<file path="src/rtl/pixel_array_controller.sv">
// pixel_array_controller: frame sequencer for a pixel array (erase, expose, per-row ADC reset/convert/readout)
// Ports: clk, reset (async active-low), start/abort/continuous control levels, expose_time (latched per frame),
//        row_done from the array; registered Moore outputs ERASE, EXPOSE, adc_reset, adc_enable, decoder_select,
//        row_strobe, frame_done, busy, timeout_err (sticky until the next frame start).
module pixel_array_controller #(
  parameter int ROWS         = 3,
  parameter int WIDTH        = 2,
  parameter int ERASE_CYCLES = 4,
  parameter int CONV_TIMEOUT = 1023
) (
  input  logic             clk,
  input  logic             reset,
  input  logic             start,
  input  logic             abort,
  input  logic             continuous,
  input  logic [15:0]      expose_time,
  input  logic             row_done,
  output logic             ERASE,
  output logic             EXPOSE,
  output logic             adc_reset,
  output logic             adc_enable,
  output logic [WIDTH-1:0] decoder_select,
  output logic             row_strobe,
  output logic             frame_done,
  output logic             busy,
  output logic             timeout_err
);
  typedef enum logic [2:0] {IDLE, ERASE_S, EXPOSE_S, ROW_RST, ROW_CONV, ROW_NEXT, FRAME_DONE} state_t;
  state_t state, nxt;
  logic [15:0] cnt, exp_q, exp_d, exp_len;
  logic [WIDTH-1:0] row, row_d;
  logic row_done_q, rise, tmo, strobe_d, terr_d;
  assign exp_len = exp_q == 16'd0 ? 16'd1 : exp_q;
  // only a fresh rising edge ends a conversion; a level held over from the previous row is ignored
  assign rise = row_done && !row_done_q;
  assign tmo = cnt == 16'(CONV_TIMEOUT - 1);
  always_comb begin
    nxt = state;
    row_d = row;
    exp_d = exp_q;
    strobe_d = 1'b0;
    terr_d = timeout_err;
    case (state)
      IDLE: if (start) begin
        nxt = ERASE_S;
        row_d = '0;
        exp_d = expose_time;
        terr_d = 1'b0;
      end
      ERASE_S: if (cnt == 16'(ERASE_CYCLES - 1)) nxt = EXPOSE_S;
      EXPOSE_S: if (cnt == exp_len - 16'd1) nxt = ROW_RST;
      ROW_RST: nxt = ROW_CONV;
      ROW_CONV: if (rise) begin
        nxt = ROW_NEXT;
        strobe_d = 1'b1;
      end else if (tmo) begin
        nxt = ROW_NEXT;
        terr_d = 1'b1;
      end
      ROW_NEXT: if (row == WIDTH'(ROWS - 1)) nxt = FRAME_DONE;
      else begin
        nxt = ROW_RST;
        row_d = row + 1'b1;
      end
      FRAME_DONE: if (continuous) begin
        nxt = ERASE_S;
        row_d = '0;
        exp_d = expose_time;
        terr_d = 1'b0;
      end else nxt = IDLE;
      default: nxt = IDLE;
    endcase
    // abort wins over a same-cycle row_done edge or timeout
    if (abort && state != IDLE) begin
      nxt = IDLE;
      strobe_d = 1'b0;
      terr_d = timeout_err;
    end
  end
  // outputs are decoded from the next state so they are registered yet aligned with the state they describe
  always_ff @(posedge clk or negedge reset) begin
    if (!reset) begin
      state <= IDLE;
      cnt <= '0;
      row <= '0;
      exp_q <= '0;
      row_done_q <= 1'b0;
      ERASE <= 1'b0;
      EXPOSE <= 1'b0;
      adc_reset <= 1'b0;
      adc_enable <= 1'b0;
      decoder_select <= '0;
      row_strobe <= 1'b0;
      frame_done <= 1'b0;
      busy <= 1'b0;
      timeout_err <= 1'b0;
    end else begin
      state <= nxt;
      cnt <= nxt != state ? '0 : (&cnt ? cnt : cnt + 1'b1);
      row <= row_d;
      exp_q <= exp_d;
      row_done_q <= row_done;
      ERASE <= nxt == ERASE_S;
      EXPOSE <= nxt == EXPOSE_S;
      adc_reset <= nxt == ROW_RST;
      adc_enable <= nxt == ROW_CONV;
      decoder_select <= (nxt == ROW_RST || nxt == ROW_CONV || nxt == ROW_NEXT) ? row_d : '0;
      row_strobe <= strobe_d;
      frame_done <= nxt == FRAME_DONE;
      busy <= nxt != IDLE;
      timeout_err <= terr_d;
    end
  end
endmodule

</file>
<file path="config.mk">
export PLATFORM = sky130hd
export DESIGN_NAME = pixel_array_controller
export DESIGN_NICKNAME = d
export VERILOG_FILES = /design/src/rtl/pixel_array_controller.sv
export SDC_FILE = /design/constraint.sdc
export NUM_CORES = 1
export LEC_CHECK = 0
export CAP_MARGIN = 15
export CORE_ASPECT_RATIO = 1.75
export CORE_MARGIN = 2
export CORE_UTILIZATION = 45
export DETAILED_ROUTE_END_ITERATION = 8
export PLACE_DENSITY = 0.74
export RECOVER_POWER = 25
export SETUP_SLACK_MARGIN = 0.1
export SLEW_MARGIN = 10
export SYNTH_ARGS = -nofsm -noshare
export SYNTH_HDL_FRONTEND = slang
export SYNTH_SLANG_ARGS = --single-unit
</file>
<file path="constraint.sdc">
create_clock -name clk -period 4.5 [get_ports clk]
set_input_delay 1.125 -clock clk [delete_from_list [all_inputs] [get_ports clk]]
set_output_delay 1.125 -clock clk [all_outputs]
set_load 0.005 [all_outputs]
</file>
==> metrics.txt <==
adder-cell share of the synthesized area=approximately 2.1%; P per Cell Area=514 nW/um^2; cts bufs inserted=5; setup tns final=0 ns; clk slew on worst S/H paths=roughly 0.06 ns; cts repair resizes=0; I/O pin count=32; Tmin final=~4 ns; FP Rows=39; most used cell, CP=or4_1; critical path endpoint category=flip-flop; Logic pwr share=37.3%; vias in the first global route=~2.4k; Die X=roughly 65 um; Seq pwr share=around 39%; Hold Path Class=flip-flop to flip-flop; Clock Latency Late Sink=between 0.2 and 0.3 ns; nets=roughly 360; Final Slew Violations=0; number of H-tree levels=2; WP data required=~4.7 ns; Yosys top cell by area=dfrtp_1; CP arrival=roughly 4.2 ns; Most used DFF post-synth=dfrtp_1; first-pass GRT wire length=about 11000 um; Crit Path Max Fanout=16; Setup Buffers After CTS=0; share of layout cells above drive strength 1=a little over an eighth; Net Sw Power=0.000674 W; IO Port Bufs=31; Peak Freq=around 0.25 GHz; sequential share of the synthesized area=between 40 and 50%; number of synthesized flops with an enable pin=0; Total GRT Usage=about a fifth; final hold viol count=0; Post-Synth XOR/XNOR Area=roughly a tenth; #FFs+latches synth=48; critical path cell sequence=or4_1 > nor4_1 > a21oi_1 > ha_1 > or3b_1 > or4_1 > a2111oi_0 > nand4_1 > nor4_2 > a311o_4 > nor2_1; period utilization=89.1%; Max stage delay on crit path=slightly below 0.5 ns; pin count of the biggest net entering global routing=just under 50; worst vdd ir=0.280 mV; Synth Area in Compound Gates=a little under an eighth; drt drc=0; Worst Skew=about 0.0055 ns; hpwl dp=5380 um; worst-margin pin slew=1.28 ns; status=finished, final reports clean; RSZ-0062 raised after global routing=no; RD Place Congestion=between 0.8 and 0.9; fin util=53.6%; Mapped Area=a little under 3000 um^2; FFs w/ async S/R, synth=100%; CTS tree=built; flop2flop setup slack=0.49 ns; YS warnings=0; Routed Antenna Nets=0; most frequent cell after synthesis=dfrtp_1; Synth Area in Simple Gates=around a quarter; post-synth top area share=between 40 and 50%; DR WL/cell=approximately 17 um; Vias/cell=5.83; die area=between 7000 and 8000 um^2; Hold Path Depth=2; multi-input logic area=approximately 1600 um^2; r2r startpoint=exp_q[4]; main combinational cell family by area after synthesis=simple AND/OR/NAND/NOR gates; max cap viols=0; WHS Endpoint=row_strobe; Initial DRT Pass Iterations=4; maximum clock path buffer count=2; total of fill cells in the finished design=around 600; Mapped Avg Cell Area=9.52 um^2; Reg area=1200 um^2; Cell Int Power=0.00110 W; CTS Root Cell=clkbuf_16; Congestion Overflow GR=0; final setup violation count=0; DR iter-0 viols=about 120; Critical-path top delay cell=dfrtp_1; mux contribution to synthesized area=roughly 5.7%; initial antenna violation count=0; Post-synth top cells=dfrtp_1 (48), nor2_1 (25), xnor2_1 (22); slew margin rel.=between 10 and 15%; clk sinks=between 40 and 50; r2r worst-path depth=11; hold wc startpoint=row_done_q; r2r endpoint=cnt[15]; die height=111 um; switching portion of total power=a little under two fifths; ant diodes=0; Starting Density=between 40% and 50%; clock network power share=23.6%; Netlist cell types=56; core area=~6400 um^2; Syn Nets=between 300 and 400; kind of critical path=flip-flop to flip-flop; via count of the routed design=about 2.4k; Syn Inst Count=a little over 300; Leak=1.33 nW; Area growth syn-to-layout=17.3%; hold_buf cts=0; Startpoint Class=flip-flop; final WL=roughly 7000 um; top post-synthesis cells by area=dfrtp_1 (41%), xnor2_1 (6.6%), mux2_2 (5.4%)
[metal layers]
layer / vias to the layer above / global-route usage (%) / part of all wire, %
met4: 0 / 10.0 / 3.2
met5: - / 0 / 0
li1: 1159 / - / -
met2: 46 / 41.2 / 59
met1: 1199 / 19.0 / 35
met3: 15 / 3.25 / 2.7
[kinds of logic after synthesis]
| logic type | count (synthesis) |
|---|---|
| AOI/OAI and AO/OA | 47 |
| xor gates and xnor gates | 32 |
| adders and majority gates | 5 |
| buffers and inverters | 30 |
| DFF | 48 |
| muxes | 15 |
| and+or+nand+nor | 132 |
[power groups by stage]
stage          registers, W  clock network [W]  logic (W)
6_report           0.000693           0.000418   0.000662
5_1_grt            0.000712           0.000444   0.000728
4_1_cts            0.000691           0.000426   0.000663
3_5_place_dp       0.000699                  0   0.000657
3_3_place_gp       0.000694                  0   0.000645
2_1_floorplan      0.000616                  0   0.000559
[area by class of cell]
class,instances,share of cell area [%]
Sequential cell,48,34.8
Tap cell,82,2.97
Clock inverter,3,1.23
Clock buffer,5,3.63
Inverter,11,1.20
Timing Repair Buffer,35,9.58
Multi-Input combinational cell,231,46.6
[metrics by stage]
step	area [um^2]	total power [W]	hold slack (ns)	cells	setup slack [ns]
final	3450	0.00177	0.548	415	0.489
after global routing	3450	0.00188	0.594	415	0.262
after CTS	3450	0.00178	0.551	414	0.606
after detailed placement	3280	0.00136	0.542	406	0.626
after global placement	3280	0.00134	0.551	406	0.737
after floorplan	2940	0.00118	0.501	309	0.967
[registers in the layout (all words and copies together) (netlist names)]
name / flops
ERASE: 1
EXPOSE: 1
adc_enable: 1
adc_reset: 1
busy: 1
cnt: 16
decoder_select: 2
exp_q: 16
frame_done: 1
row: 2
row_done_q: 1
row_strobe: 1
state: 3
timeout_err: 1
[worst max-delay path by stage]
stage | startpoint | end | slack [ns] | depth (start not counted)
2_1_floorplan | exp_q[3] | cnt[0] | 0.97 | 13
3_3_place_gp | exp_q[4] | cnt[8] | 0.74 | 11
3_5_place_dp | exp_q[4] | cnt[15] | 0.63 | 11
4_1_cts | exp_q[4] | cnt[15] | 0.61 | 11
5_1_grt | exp_q[4] | cnt[15] | 0.26 | 11
6_report | exp_q[4] | cnt[15] | 0.49 | 11
[layout by cell type, fill, tap and decap left out, types with 2 or more instances in the layout]
master           Yosys  final
nor3_1              11     11
mux2_2              14     14
nor4_1               9      9
a31oi_1              3      3
clkbuf_1            15      2
or4_1                4      4
clkdlybuf4s50_1      0     29
nor2_1              25     25
nand4_1             13     13
clkbuf_16            0      5
ha_1                 5      5
inv_1               11     11
o31ai_1              2      2
nand2b_1             7      7
or3_1                3      3
a32o_1               2      2
xnor2_1             22     22
nor2_2              10     10
dfrtp_1             48     48
o21ai_0              9      9
a21oi_1             13     13
nor2b_1              5      5
nand2_1              9      9
and4_1               4      4
and3_1               2      2
buf_4                0      3
o21a_1               4      4
nor3b_1              3      3
xor2_1              10     10
nand3_1             16     16
a211o_2              2      2
[critical path: cells and delay by family (launching register included)]
family / cells / cell delay, ns
AO/OA/AOI/OAI: 3 / 1.20
AND/OR/NAND/NOR: 7 / 1.94
adder cells (fa/ha/maj): 1 / 0.26
flip-flops: 1 / 0.49
Note: power is estimated with default switching activity, not from simulation.
